==> src/rtl/bpred_resolve.sv <==
// Execute-side branch resolution: queues fetch predictions, compares each against the
// resolved outcome, drives the predictor update port and a fetch redirect on mispredict.
module bpred_resolve #(
   parameter int DEPTH        = 8,
   parameter int FLUSH_CYCLES = 1
) (
   input  logic                     clk,
   input  logic                     reset,
   input  logic                     fetch_push,
   input  logic [31:0]              fetch_PC,
   input  logic                     fetch_p_dir,
   input  logic [31:0]              fetch_p_target,
   input  logic [3:0]               fetch_meta,
   input  logic [95:0]              fetch_data,
   output logic                     fetch_full,
   output logic [$clog2(DEPTH):0]   occupancy,
   input  logic                     execute_valid,
   output logic                     execute_ready,
   input  logic                     execute_dir,
   input  logic [31:0]              execute_target,
   input  logic                     soin_bpredictor_stall,
   output logic                     execute_bpredictor_update,
   output logic [31:0]              execute_bpredictor_PC4,
   output logic [31:0]              execute_bpredictor_target,
   output logic                     execute_bpredictor_dir,
   output logic                     execute_bpredictor_miss,
   output logic [95:0]              execute_bpredictor_data,
   output logic [3:0]               execute_bpredictor_meta,
   output logic                     execute_bpredictor_recover_ras,
   output logic                     fetch_redirect,
   output logic [31:0]              fetch_redirect_PC
);

   localparam int AW = $clog2(DEPTH);
   localparam int CW = $clog2(FLUSH_CYCLES + 1);

   typedef enum logic [1:0] {IDLE, FLUSH, HOLD} state_t;

   typedef struct packed {
      logic [31:0] pc;
      logic        p_dir;
      logic [31:0] p_target;
      logic [3:0]  meta;
      logic [95:0] data;
   } entry_t;

   entry_t        mem [DEPTH];
   logic [AW-1:0] rd_ptr, wr_ptr;
   logic [AW:0]   count;
   state_t        state;
   logic [CW-1:0] flush_cnt;

   entry_t        head;
   logic          hold_req, accept, miss, flush_q, wrong_path, push_ok;
   logic [31:0]   head_pc4;

   assign head       = mem[rd_ptr];
   assign head_pc4   = head.pc + 32'd4;
   assign fetch_full = (count == (AW+1)'(DEPTH));
   assign occupancy  = count;

   // A stalled update must stay intact, so no new resolution is taken while it is pending.
   assign hold_req      = execute_bpredictor_update && soin_bpredictor_stall;
   assign execute_ready = (count != '0) && (state == IDLE) && !hold_req;
   assign accept        = execute_valid && execute_ready;
   assign miss          = (head.p_dir != execute_dir) ||
                          (execute_dir && (head.p_target != execute_target));
   assign flush_q       = accept && miss;
   assign wrong_path    = (flush_cnt != '0);
   assign push_ok       = fetch_push && !wrong_path && !flush_q && (!fetch_full || accept);

   assign execute_bpredictor_recover_ras = execute_bpredictor_miss;

   // NOTE: storage has no reset; emptiness is tracked by count, so stale entries are never read.
   always_ff @(posedge clk) begin
      if (push_ok)
         mem[wr_ptr] <= '{pc: fetch_PC, p_dir: fetch_p_dir, p_target: fetch_p_target,
                          meta: fetch_meta, data: fetch_data};
   end

   always_ff @(posedge clk or negedge reset) begin
      if (!reset) begin
         rd_ptr <= '0;
         wr_ptr <= '0;
         count  <= '0;
      end else if (flush_q) begin
         rd_ptr <= '0;
         wr_ptr <= '0;
         count  <= '0;
      end else begin
         if (accept)  rd_ptr <= rd_ptr + 1'b1;
         if (push_ok) wr_ptr <= wr_ptr + 1'b1;
         count <= count + (AW+1)'(push_ok) - (AW+1)'(accept);
      end
   end

   always_ff @(posedge clk or negedge reset) begin
      if (!reset) begin
         state                     <= IDLE;
         flush_cnt                 <= '0;
         execute_bpredictor_update <= 1'b0;
         execute_bpredictor_PC4    <= '0;
         execute_bpredictor_target <= '0;
         execute_bpredictor_dir    <= 1'b0;
         execute_bpredictor_miss   <= 1'b0;
         execute_bpredictor_data   <= '0;
         execute_bpredictor_meta   <= '0;
         fetch_redirect            <= 1'b0;
         fetch_redirect_PC         <= '0;
      end else begin
         fetch_redirect            <= flush_q;
         execute_bpredictor_update <= accept || hold_req;
         if (accept) begin
            execute_bpredictor_PC4    <= head_pc4;
            execute_bpredictor_target <= execute_target;
            execute_bpredictor_dir    <= execute_dir;
            execute_bpredictor_miss   <= miss;
            execute_bpredictor_data   <= head.data;
            execute_bpredictor_meta   <= head.meta;
            fetch_redirect_PC         <= execute_dir ? execute_target : head_pc4;
         end

         // The flush window keeps counting down while an update is held.
         if (flush_q)
            flush_cnt <= CW'(FLUSH_CYCLES);
         else if (flush_cnt != '0)
            flush_cnt <= flush_cnt - 1'b1;

         case (state)
            IDLE:    if (flush_q) state <= FLUSH;
                     else if (hold_req) state <= HOLD;
            FLUSH:   if (hold_req) state <= HOLD;
                     else if (flush_cnt == CW'(1)) state <= IDLE;
            HOLD:    if (!soin_bpredictor_stall)
                        state <= (flush_cnt > CW'(1)) ? FLUSH : IDLE;
            default: state <= IDLE;
         endcase
      end
   end

endmodule

==> config.mk <==
export PLATFORM = sky130hd
export DESIGN_NAME = bpred_resolve
export DESIGN_NICKNAME = d
export VERILOG_FILES = /design/src/rtl/bpred_resolve.sv
export SDC_FILE = /design/constraint.sdc
export NUM_CORES = 1
export LEC_CHECK = 0
export CAP_MARGIN = 20
export CORE_MARGIN = 4
export CORE_UTILIZATION = 55
export CTS_CLUSTER_SIZE = 25
export DETAILED_ROUTE_END_ITERATION = 10
export GPL_ROUTABILITY_DRIVEN = 0
export PLACE_DENSITY = 0.81
export SYNTH_ARGS = -nofsm -noshare
export SYNTH_HDL_FRONTEND = slang
export SYNTH_SLANG_ARGS = --single-unit
==> constraint.sdc <==
create_clock -name clk -period 14.1 [get_ports clk]
set_input_delay 2.115 -clock clk [delete_from_list [all_inputs] [get_ports clk]]
set_output_delay 2.115 -clock clk [all_outputs]
set_load 0.01 [all_outputs]
==> impl_summary.log <==
INFO  metric die_h = 334.8 microns
INFO  metric synthesis.instances = 2891
INFO  metric detail-route-antenna-nets = 0
INFO  metric syn2layout_area_growth = 17.80%
INFO  metric cts_setup_buffers = 0
INFO  metric antenna_found_initial = 31
INFO  metric critical_path_cell_sequence = buf_4 -> buf_12 -> mux4_2 -> mux2i_1 -> xnor2_1 -> nor4_1 -> and3_1 -> nand3_2 -> a21oi_4 -> buf_4 -> buf_4
INFO  metric finalHoldViolCount = 0
INFO  metric async_reset_ff_share = 13.84%
INFO  metric critPathSlowestCell = a21oi_4
INFO  metric timing.critical_path.fanout_max = 86
INFO  metric grt_overflow_total = 0
INFO  metric cts_buffers = 151
INFO  metric max-vdd-ir-drop = 0.1660 mV
INFO  metric skew = 39.86 ps
INFO  metric number_of_hold_buffers_added_after_cts = 0
INFO  metric post_syn_area_per_cell = 20.32 sq um
INFO  metric final_period_minus_worst_setup_slack = 8122 ps
INFO  metric cp_slowest_stage_delay = 990 ps
INFO  metric vias = 29500
INFO  metric endpoint_kind = register
INFO  metric cell_at_the_root_of_the_clock_tree = clkbuf_16
INFO  metric core.rowCount = 119
INFO  metric netlist.top_cell.by_area = edfxtp_1
INFO  metric crit_type = register to register
INFO  metric boundaryPins = 410
INFO  metric synth_edf_count = 1320
INFO  metric core-area = 105700 sq um
INFO  metric floorplan.initialDensity = 55.57%
INFO  metric outcome = finished clean
INFO  metric rsz0062_at_grt = no
INFO  metric maxCapViolCount = 0
INFO  metric synth.lib_cells_used.distinct = 63
INFO  metric timing.max_slew.rel_slack = 23.98%
INFO  metric grt_pass1_wl = 201200 microns
INFO  metric synth_top_area_share = 67.48%
INFO  metric finalNetCount = 3558
INFO  metric synth_seq_area_share = 76.51%
INFO  metric vias_per_cell = 6.045
INFO  metric power = 14000 uW
INFO  metric synth-main-ff-cell = edfxtp_1
INFO  metric final.setup.tns = 0 ps
INFO  metric cts.reportedPaths.clkPinSlew = 60 ps
INFO  metric critPathMostFrequentCell = buf_4
INFO  metric floorplan.die_area = 112100 sq um
INFO  metric insertion_delay = 770 ps
INFO  metric powerDensity = 202.3 nW/um^2
INFO  metric hp-class = register to register
INFO  metric number_of_gates_given_a_new_drive_strength_after_cts = 0
INFO  metric fmax = 123.1 MHz
INFO  metric postSynthRegisterBits = 1532
INFO  metric pin_count_of_the_biggest_net_entering_global_routing = 112
INFO  metric cts.sink_count = 1532
INFO  metric final-max-slew-violation-count = 0
INFO  metric start_kind = register
INFO  metric layout_worst_path_cycle_share = 57.60%
INFO  metric routed_wire_length_per_instance = 27.72 microns
INFO  metric grt_usage = 24.36%
INFO  metric required = 14470 ps
INFO  metric setup-violations-final = 0
INFO  metric floorplan.die.width = 334.8 microns
INFO  metric io_buffers = 409
INFO  metric clk_path_buf_depth = 3
INFO  metric count_of_warnings_emitted_by_yosys = 0
INFO  metric hpwl = 79690 microns
INFO  metric routed_wirelength = 135300 microns
INFO  metric worstMarginPinSlew = 1109 ps
INFO  metric first_pass_iteration_count_of_the_detailed_router = 5
INFO  metric mappedNetlistArea = 58740 sq um
INFO  metric cts_tree = built
INFO  metric power.leakage = 0.02380 uW
INFO  metric drive_above_1_share = 18.05%
INFO  metric synthTopCellsByArea = edfxtp_1, mux4_2, dfrtp_1, mux2i_1, nand2_1
INFO  metric h-tree-depth = 4
INFO  metric worst-endpoint-arrival = 8490 ps
INFO  metric drt_iter0_markers = 3009
INFO  metric synth_net_count = 3103
INFO  metric detail_route.drc_violations = 0
INFO  metric via_count_of_the_first_global_routing_pass = 30250
==> kinds of logic (layout without fill, tap and decap cells) <==
| kind of cell | after synthesis | count (layout) | synth area share [%] |
|---|---|---|---|
| DFF | 1532 | 1532 | 76.51 |
| AOI/OAI and AO/OA | 225 | 225 | 2.151 |
| xor gates and xnor gates | 62 | 62 | 0.9244 |
| and+or+nand+nor | 391 | 391 | 2.922 |
| muxes | 509 | 509 | 15.81 |
| buffers and inverters | 163 | 741 | 1.476 |
| other | 0 | 21 | 0 |
| adders and majority gates | 9 | 9 | 0.2045 |
==> metrics by stage <==
step	cell area, sq um	hold WS, ps	setup slack, ps	utilization [%]	instances
final	69200	475.2	5978	65.46	4881
after global routing	69170	484.5	5696	65.43	4867
after CTS	69150	475.4	5956	65.41	4860
after detailed placement	64260	461.4	6101	60.78	4584
after global placement	64260	457.8	6159	60.78	4584
after floorplan	58740	513.9	1591	-	2891
==> worst paths after layout <==
check	from	to	slack, ps	depth (start not counted)
max	rd_ptr[1]	mem[0][158]	5980	11
min	execute_bpredictor_target[26]	execute_bpredictor_target[26]	480	2
max reg2reg	rd_ptr[1]	mem[0][158]	5980	11
min reg2reg	execute_bpredictor_target[26]	execute_bpredictor_target[26]	480	2
max in group asynchronous	reset	execute_bpredictor_data[47]	10890	3
min in group asynchronous	reset	execute_bpredictor_data[88]	1260	1
==> cell usage in the layout (no fill, tap or decap), types with 9 or more instances in the layout <==
cell,instances
clkbuf_1,38
o21ai_0,142
diode_2,21
clkinv_1,18
dfrtp_1,209
mux4_1,9
clkbuf_8,9
xnor2_1,26
nand4_1,10
clkinv_2,26
nor2_1,15
edfxtp_1,1320
clkbuf_16,151
a21oi_1,31
mux2i_1,171
nand3b_1,9
buf_4,45
xor2_1,36
mux4_2,323
nand2_1,293
nand3_1,11
clkdlybuf4s50_1,407
==> cell usage after synthesis (9+ instances only) <==
cell      instances
a21oi_1          39
nand3_1          11
buf_2            36
nand3b_1          9
mux4_1            9
xor2_1           36
mux2i_1         171
nand4_1          10
nor2_1           16
o21ai_0         142
xnor2_1          26
buf_4            11
nand2_1         294
dfrtp_1         212
mux4_2          323
buf_6            16
buf_1            21
edfxtp_1       1320
clkbuf_1         68
==> layout make-up <==
cell class	count	area, sq um
diodes	21	52.55
clock buffers	198	4045
clock inverters	78	844.6
fillers	6729	36510
inverters	8	37.54
multi-input cells	1196	13040
flip-flops and latches	1532	44950
well taps	1391	1740
repair buffers	457	4492
==> metal layers <==
| layer | global-route usage, % | wire length [microns] | vias up |
|---|---|---|---|
| met3 | 5.658 | 12050 | 223 |
| met5 | 0 | 122 | - |
| met1 | 34.77 | 54060 | 15350 |
| li1 | - | - | 12560 |
| met2 | 38.17 | 65480 | 1357 |
| met4 | 7.651 | 3591 | 18 |
==> worst max-delay path, delay by kind of cell, from the launching register on <==
kind | cells | cell delay (ps)
muxes | 2 | 1000
xor gates and xnor gates | 1 | 170
and+or+nand+nor | 3 | 1450
AOI/OAI and AO/OA | 1 | 990
DFF | 1 | 900
buffers and inverters | 4 | 2900
==> flip-flops by register name, summed over array words and instances (netlist names) <==
register                   count
execute_bpredictor_update      1
execute_bpredictor_data       96
occupancy                      4
execute_bpredictor_miss        1
fetch_redirect_PC             32
execute_bpredictor_PC4        32
mem                         1320
execute_bpredictor_meta        4
execute_bpredictor_target     32
wr_ptr                         3
rd_ptr                         3
state                          2
fetch_redirect                 1
execute_bpredictor_dir         1
==> where the power goes <==
part / total, uW / switching [uW] / internal [uW]
Combinational: 3980 / 2180 / 1810
Sequential: 6090 / 350 / 5740
Clock: 3920 / 1710 / 2200
Total: 14000 / 4240 / 9760
No activity file was read; power rests on OpenSTA's default activity.
